[config.mk]
export PLATFORM = sky130hd
export DESIGN_NAME = alu_sequencer
export DESIGN_NICKNAME = d
export VERILOG_FILES = /design/src/rtl/alu_seq_pkg.sv /design/src/rtl/alu_seq_decode.sv /design/src/rtl/alu_sequencer.sv
export SDC_FILE = /design/constraint.sdc
export NUM_CORES = 1
export LEC_CHECK = 0
export ABC_AREA = 1
export ABC_CLOCK_PERIOD_IN_PS = 3000
export BUFFER_PORTS_ARGS = -buffer_cell sky130_fd_sc_hd__clkbuf_2
export CORE_UTILIZATION = 45
export CTS_CLUSTER_SIZE = 12
export DETAILED_ROUTE_END_ITERATION = 6
export PLACE_DENSITY = 0.7
export SYNTH_ARGS = -nofsm -noshare
export SYNTH_HDL_FRONTEND = slang
export SYNTH_SLANG_ARGS = --single-unit
export TNS_END_PERCENT = 50
[constraint.sdc]
create_clock -name clk -period 3 [get_ports clk]
set_input_delay 0.3 -clock clk [delete_from_list [all_inputs] [get_ports clk]]
set_output_delay 0.3 -clock clk [all_outputs]
set_load 0.02 [all_outputs]
[src/rtl/alu_seq_pkg.sv]
// alu_seq_pkg: shared ALU codes, opcodes, FSM states and instruction layout for the sequencer
package alu_seq_pkg;
  localparam logic [2:0] ALU_PASSA = 3'd0;
  localparam logic [2:0] ALU_SUB   = 3'd1;
  localparam logic [2:0] ALU_PASSB = 3'd2;
  localparam logic [2:0] ALU_ADD   = 3'd3;
  localparam logic [2:0] ALU_NAND  = 3'd4;
  localparam logic [3:0] OP_NOP  = 4'h0;
  localparam logic [3:0] OP_LIT  = 4'h1;
  localparam logic [3:0] OP_ADD  = 4'h2;
  localparam logic [3:0] OP_SUB  = 4'h3;
  localparam logic [3:0] OP_NAND = 4'h4;
  localparam logic [3:0] OP_CMP  = 4'h5;
  localparam logic [3:0] OP_OUT  = 4'h6;
  localparam logic [3:0] OP_JMP  = 4'h7;
  localparam logic [3:0] OP_JC   = 4'h8;
  localparam logic [3:0] OP_JZ   = 4'h9;
  localparam logic [3:0] OP_JNC  = 4'hA;
  localparam logic [3:0] OP_JNZ  = 4'hB;
  localparam logic [3:0] OP_HALT = 4'hF;
  typedef enum logic [1:0] {IDLE, FETCH, EXEC, HALT} stateT;
  typedef struct packed {
    logic [3:0] opcode;
    logic [3:0] k;
  } instrT;
endpackage

[src/rtl/alu_seq_decode.sv]
// alu_seq_decode: combinational decode of the held instruction into datapath strobes and branch outcome
module alu_seq_decode
  import alu_seq_pkg::*;
(
  input  stateT      state,
  input  instrT      ir,
  input  logic       flagC,
  input  logic       flagZ,
  output logic [2:0] control,
  output logic       loadAcu,
  output logic       enableOutALU,
  output logic       out_strobe,
  output logic       flag_we,
  output logic       jump_taken
);
  logic exec;
  assign exec = state == EXEC;
  always_comb begin
    control = !exec ? ALU_PASSA :
              ir.opcode == OP_LIT ? ALU_PASSB :
              ir.opcode == OP_ADD ? ALU_ADD :
              (ir.opcode == OP_SUB || ir.opcode == OP_CMP) ? ALU_SUB :
              ir.opcode == OP_NAND ? ALU_NAND : ALU_PASSA;
    loadAcu = exec && ir.opcode inside {[OP_LIT:OP_NAND]};
    flag_we = exec && ir.opcode inside {[OP_LIT:OP_CMP]};
    enableOutALU = exec && ir.opcode == OP_OUT;
    out_strobe = exec && ir.opcode == OP_OUT;
    jump_taken = exec && (ir.opcode == OP_JMP ||
                          (ir.opcode == OP_JC && flagC) || (ir.opcode == OP_JZ && flagZ) ||
                          (ir.opcode == OP_JNC && !flagC) || (ir.opcode == OP_JNZ && !flagZ));
  end
endmodule

[src/rtl/alu_sequencer.sv]
// alu_sequencer: two-cycle fetch/execute controller driving the 4-bit ALU/accumulator datapath
module alu_sequencer
  import alu_seq_pkg::*;
(
  input  logic       clk,
  input  logic       reset,
  input  logic       start,
  input  logic [7:0] instr,
  output logic [3:0] pc,
  input  logic       C,
  input  logic       Z,
  output logic [2:0] control,
  output logic [3:0] dataIn,
  output logic       loadAcu,
  output logic       enableOutALU,
  output logic       busy,
  output logic       halted,
  output logic       out_strobe
);
  stateT state, nextState;
  instrT ir;
  logic flagC, flagZ, flagWe, jumpTaken, restart;
  alu_seq_decode decode (
    .state(state), .ir(ir), .flagC(flagC), .flagZ(flagZ),
    .control(control), .loadAcu(loadAcu), .enableOutALU(enableOutALU),
    .out_strobe(out_strobe), .flag_we(flagWe), .jump_taken(jumpTaken)
  );
  assign restart = start && (state == IDLE || state == HALT);
  always_ff @(posedge clk or negedge reset)
    if (!reset) state <= IDLE;
    else state <= nextState;
  always_comb
    nextState = restart ? FETCH :
                state == FETCH ? EXEC :
                state == EXEC ? (ir.opcode == OP_HALT ? HALT : FETCH) : state;
  always_ff @(posedge clk or negedge reset)
    if (!reset) begin
      pc <= 4'd0;
      ir <= '0;
      flagC <= 1'b0;
      flagZ <= 1'b0;
    end else begin
      if (restart) pc <= 4'd0;
      else if (state == EXEC) pc <= jumpTaken ? ir.k : pc + 4'd1;
      if (state == FETCH) ir <= instr;
      if (restart && state == HALT) begin
        flagC <= 1'b0;
        flagZ <= 1'b0;
      end else if (flagWe) begin
        flagC <= C;
        flagZ <= Z;
      end
    end
  always_comb begin
    busy = state == FETCH || state == EXEC;
    halted = state == HALT;
    dataIn = state == EXEC ? ir.k : 4'd0;
  end
endmodule

==> impl_results.md <==
- Setup crit start kind: flip-flop
- Max_slew headroom: 65.94%
- GR met3 Demand/Resource: 3.636%
- Reg-to-Reg Start: state[0]
- Htree depth: 1
- Fin crit share: between 70 and 80%
- Crit path DAT: 1.87 ns
- Clock Root Buffer: clkbuf_4
- Fin Clk Skew: approximately 0.0024 ns
- Number of synthesized flops with an enable pin: 0
- Netlist cell types: 26
- Most frequent cells in the layout: 38 x nand2_1, 28 x clkbuf_2, 24 x inv_1
- Ys Warns: 0
- Syn Inst Count: roughly 140
- GPL Wtd Cong: slightly above 0.8
- Fin Setup TNS: 0 ns
- Worst Path Max Fanout: 11
- Crit path from: state[0]
- Setup violations, final: 0
- Most common cell after layout, fill and taps aside: nand2_1
- Required time worst endpoint: between 2 and 3 ns
- PD cells: between 1000 and 1500 nW/um2
- CP Class: reg -> out
- Chip Width: 50.21 um
- Hold WC Path Type: in -> reg
- Worst stage delay on the critical path: approximately 0.43 ns
- Nets: 185
- Drt pass-1 iters: 4
- # DRC: 0
- Achievable Freq: around 460 MHz
- TritonCTS Buffers: 3
- CP cell instances: inv_1 > ha_1 > inv_1 > nor3_1 > clkbuf_2
- Main synth FF type: dfrtp_1
- Routed via count: between 900 and 1000
- Combinational share of power: 57.7%
- Vias per cell: around 4.7
- Port bufs: 28
- Crit path max-delay cell type: dfrtp_1
- Synthesis-to-layout area growth: 16.87%
- Fillers: around 220
- Peak VDD IR: between 0.4 and 0.5 mV
- P_sw: 654.6 uW
- Antenna diodes: 0
- Syn avg cell area: 7.580 um2
- WL/cell: approximately 11 um
- CP Capture Type: output port
- Syn Std Cell Area: roughly 1000 um2
- Antenna violations before repair: 0
- HPWL after DPL: ~1700 um
- Worst path bufs/invs: 3
- Slew Limit Fails: 0
- Core Box Area: approximately 2200 um2
- Io pins: 29
- Clock transition at the registers of the reported paths: about 0.080 ns
- Run status: finished clean
- Gr busiest metal: met2
- Max clock buf depth: 2
- Hold Buf Count CTS: 1
- Post-synth ARST share: 100.0%
- # Max-Cap Violations: 0
- GRT overflow: 0
- Clock sinks: 16
- Min Tclk post-route: approximately 2.2 ns
- Die height: 50.21 um
- Actual slew at the worst max-slew pin: 0.5109 ns
- Gr usage total: between 10% and 20%
- Die ar.: 2521 um2
- Sequential fraction of design power: approximately a third
- Flops & latches, synth: 16
- RSZ-0062 raised after global routing: false
- Clock power frac: between 8 and 9%
- Synth Net Count: roughly 160
- Fin util: 55.80%
- CTS tree: built
- Net Sw Frac: between 50% and 60%
- GRT met1 Usage: around 22%
- Largest net degree at the start of global routing: 19
- DRT iter0 DRCs: 22
- Sequential area share after synthesis: 38.28%
- Kind of cell adding the most delay to the critical path: buffers and inverters
- Post-CTS Resized: 0
- Final hold viol count: 0
- Most used cell, CP: inv_1
- Share of layout cells above drive strength 1: 27.27%
- Pleak: between 0.7 and 0.8 nW
- Vias in the first global route: 864
- First-pass GRT wire length: ~3500 um
- Row cnt: 17
- Internal: ~600 uW
- Final WL: between 2000 and 2500 um
- Hold wc startpoint: instr[3]
- Setup Buffers After CTS: 0
- Routed Antenna Nets: 0
- Initial Utilization: 47.74%
- Met2 usage: roughly a third
- Worst-Skew Late Latency: 0.28 ns
stage by stage:
stage	instance area, um2	instances	hold WS [ns]	total power, mW	setup slack [ns]
floorplan	1046	138	0.004409	0.9924	1.162
global placement	1190	189	0.2449	1.135	1.219
detailed placement	1190	189	0.2477	1.161	1.136
CTS	1222	193	0.2191	1.274	0.8124
global route	1222	193	0.2237	1.389	0.6432
finish	1222	193	0.2225	1.259	0.8333
Yosys cell counts, drive strengths merged (2+ instances only):
cell | instances | area share, %
ha | 5 | 6.0
nand3 | 17 | 9.6
inv | 26 | 9.3
dfrtp | 16 | 38
nor2 | 4 | 2.9
a21oi | 3 | 2.9
nand2 | 43 | 18
o21ai | 13 | 6.2
clkbuf | 2 | 0.72
buf | 3 | 2.3
worst paths after layout:
check	endpoint	slack, ns	cells after the start
setup / recovery	enableOutALU	0.83	5
hold / removal	ir[3]	0.22	3
setup reg to reg	flagC	1.39	8
hold reg to reg	pc[3]	0.54	2
max in group asynchronous	ir[4]	2.25	2
min in group asynchronous	ir[7]	0.47	2
registers in the layout (all words and copies together) (netlist names):
register,flops
state,2
ir,8
flagC,1
flagZ,1
pc,4
power groups by stage:
stage | clock [mW] | sequential, mW | combinational, mW
floorplan | 0 | 0.413 | 0.580
global placement | 0 | 0.424 | 0.712
detailed placement | 0 | 0.427 | 0.734
CTS | 0.113 | 0.423 | 0.738
global route | 0.125 | 0.438 | 0.826
finish | 0.109 | 0.423 | 0.727
layout make-up:
| cell class | instances | area [um2] | share of cell area [%] |
|---|---|---|---|
| clock buffers | 3 | 22.52 | 1.842 |
| inverters | 26 | 97.59 | 7.984 |
| repair buffers | 29 | 150.1 | 12.28 |
| flip-flops and latches | 16 | 400.4 | 32.75 |
| multi-input cells | 91 | 516.7 | 42.27 |
| well taps | 28 | 35.03 | 2.866 |
worst register-to-register path, delay by kind of cell, from the launching register on:
family / cells / cell delay, ns
DFF: 1 / 0.43
AOI/OAI and AO/OA: 2 / 0.24
buffers and inverters: 2 / 0.30
adders and majority gates: 1 / 0.35
and+or+nand+nor: 3 / 0.21
cell families (layout without fill, tap and decap cells):
family	after synthesis	in the layout	share of synthesized area, %
simple gates	66	66	31.10
compound gates	18	18	10.65
buf+inv	31	58	12.32
flops	16	16	38.28
fa+ha+maj	5	5	5.981
xor+xnor	2	2	1.675
layer usage:
layer,share of wire [%],vias to the layer above
met5,0,-
met1,45,392
met3,3.3,4
met2,50,20
met4,1.3,0
li1,-,488
Power figures use the tool's default switching activity.
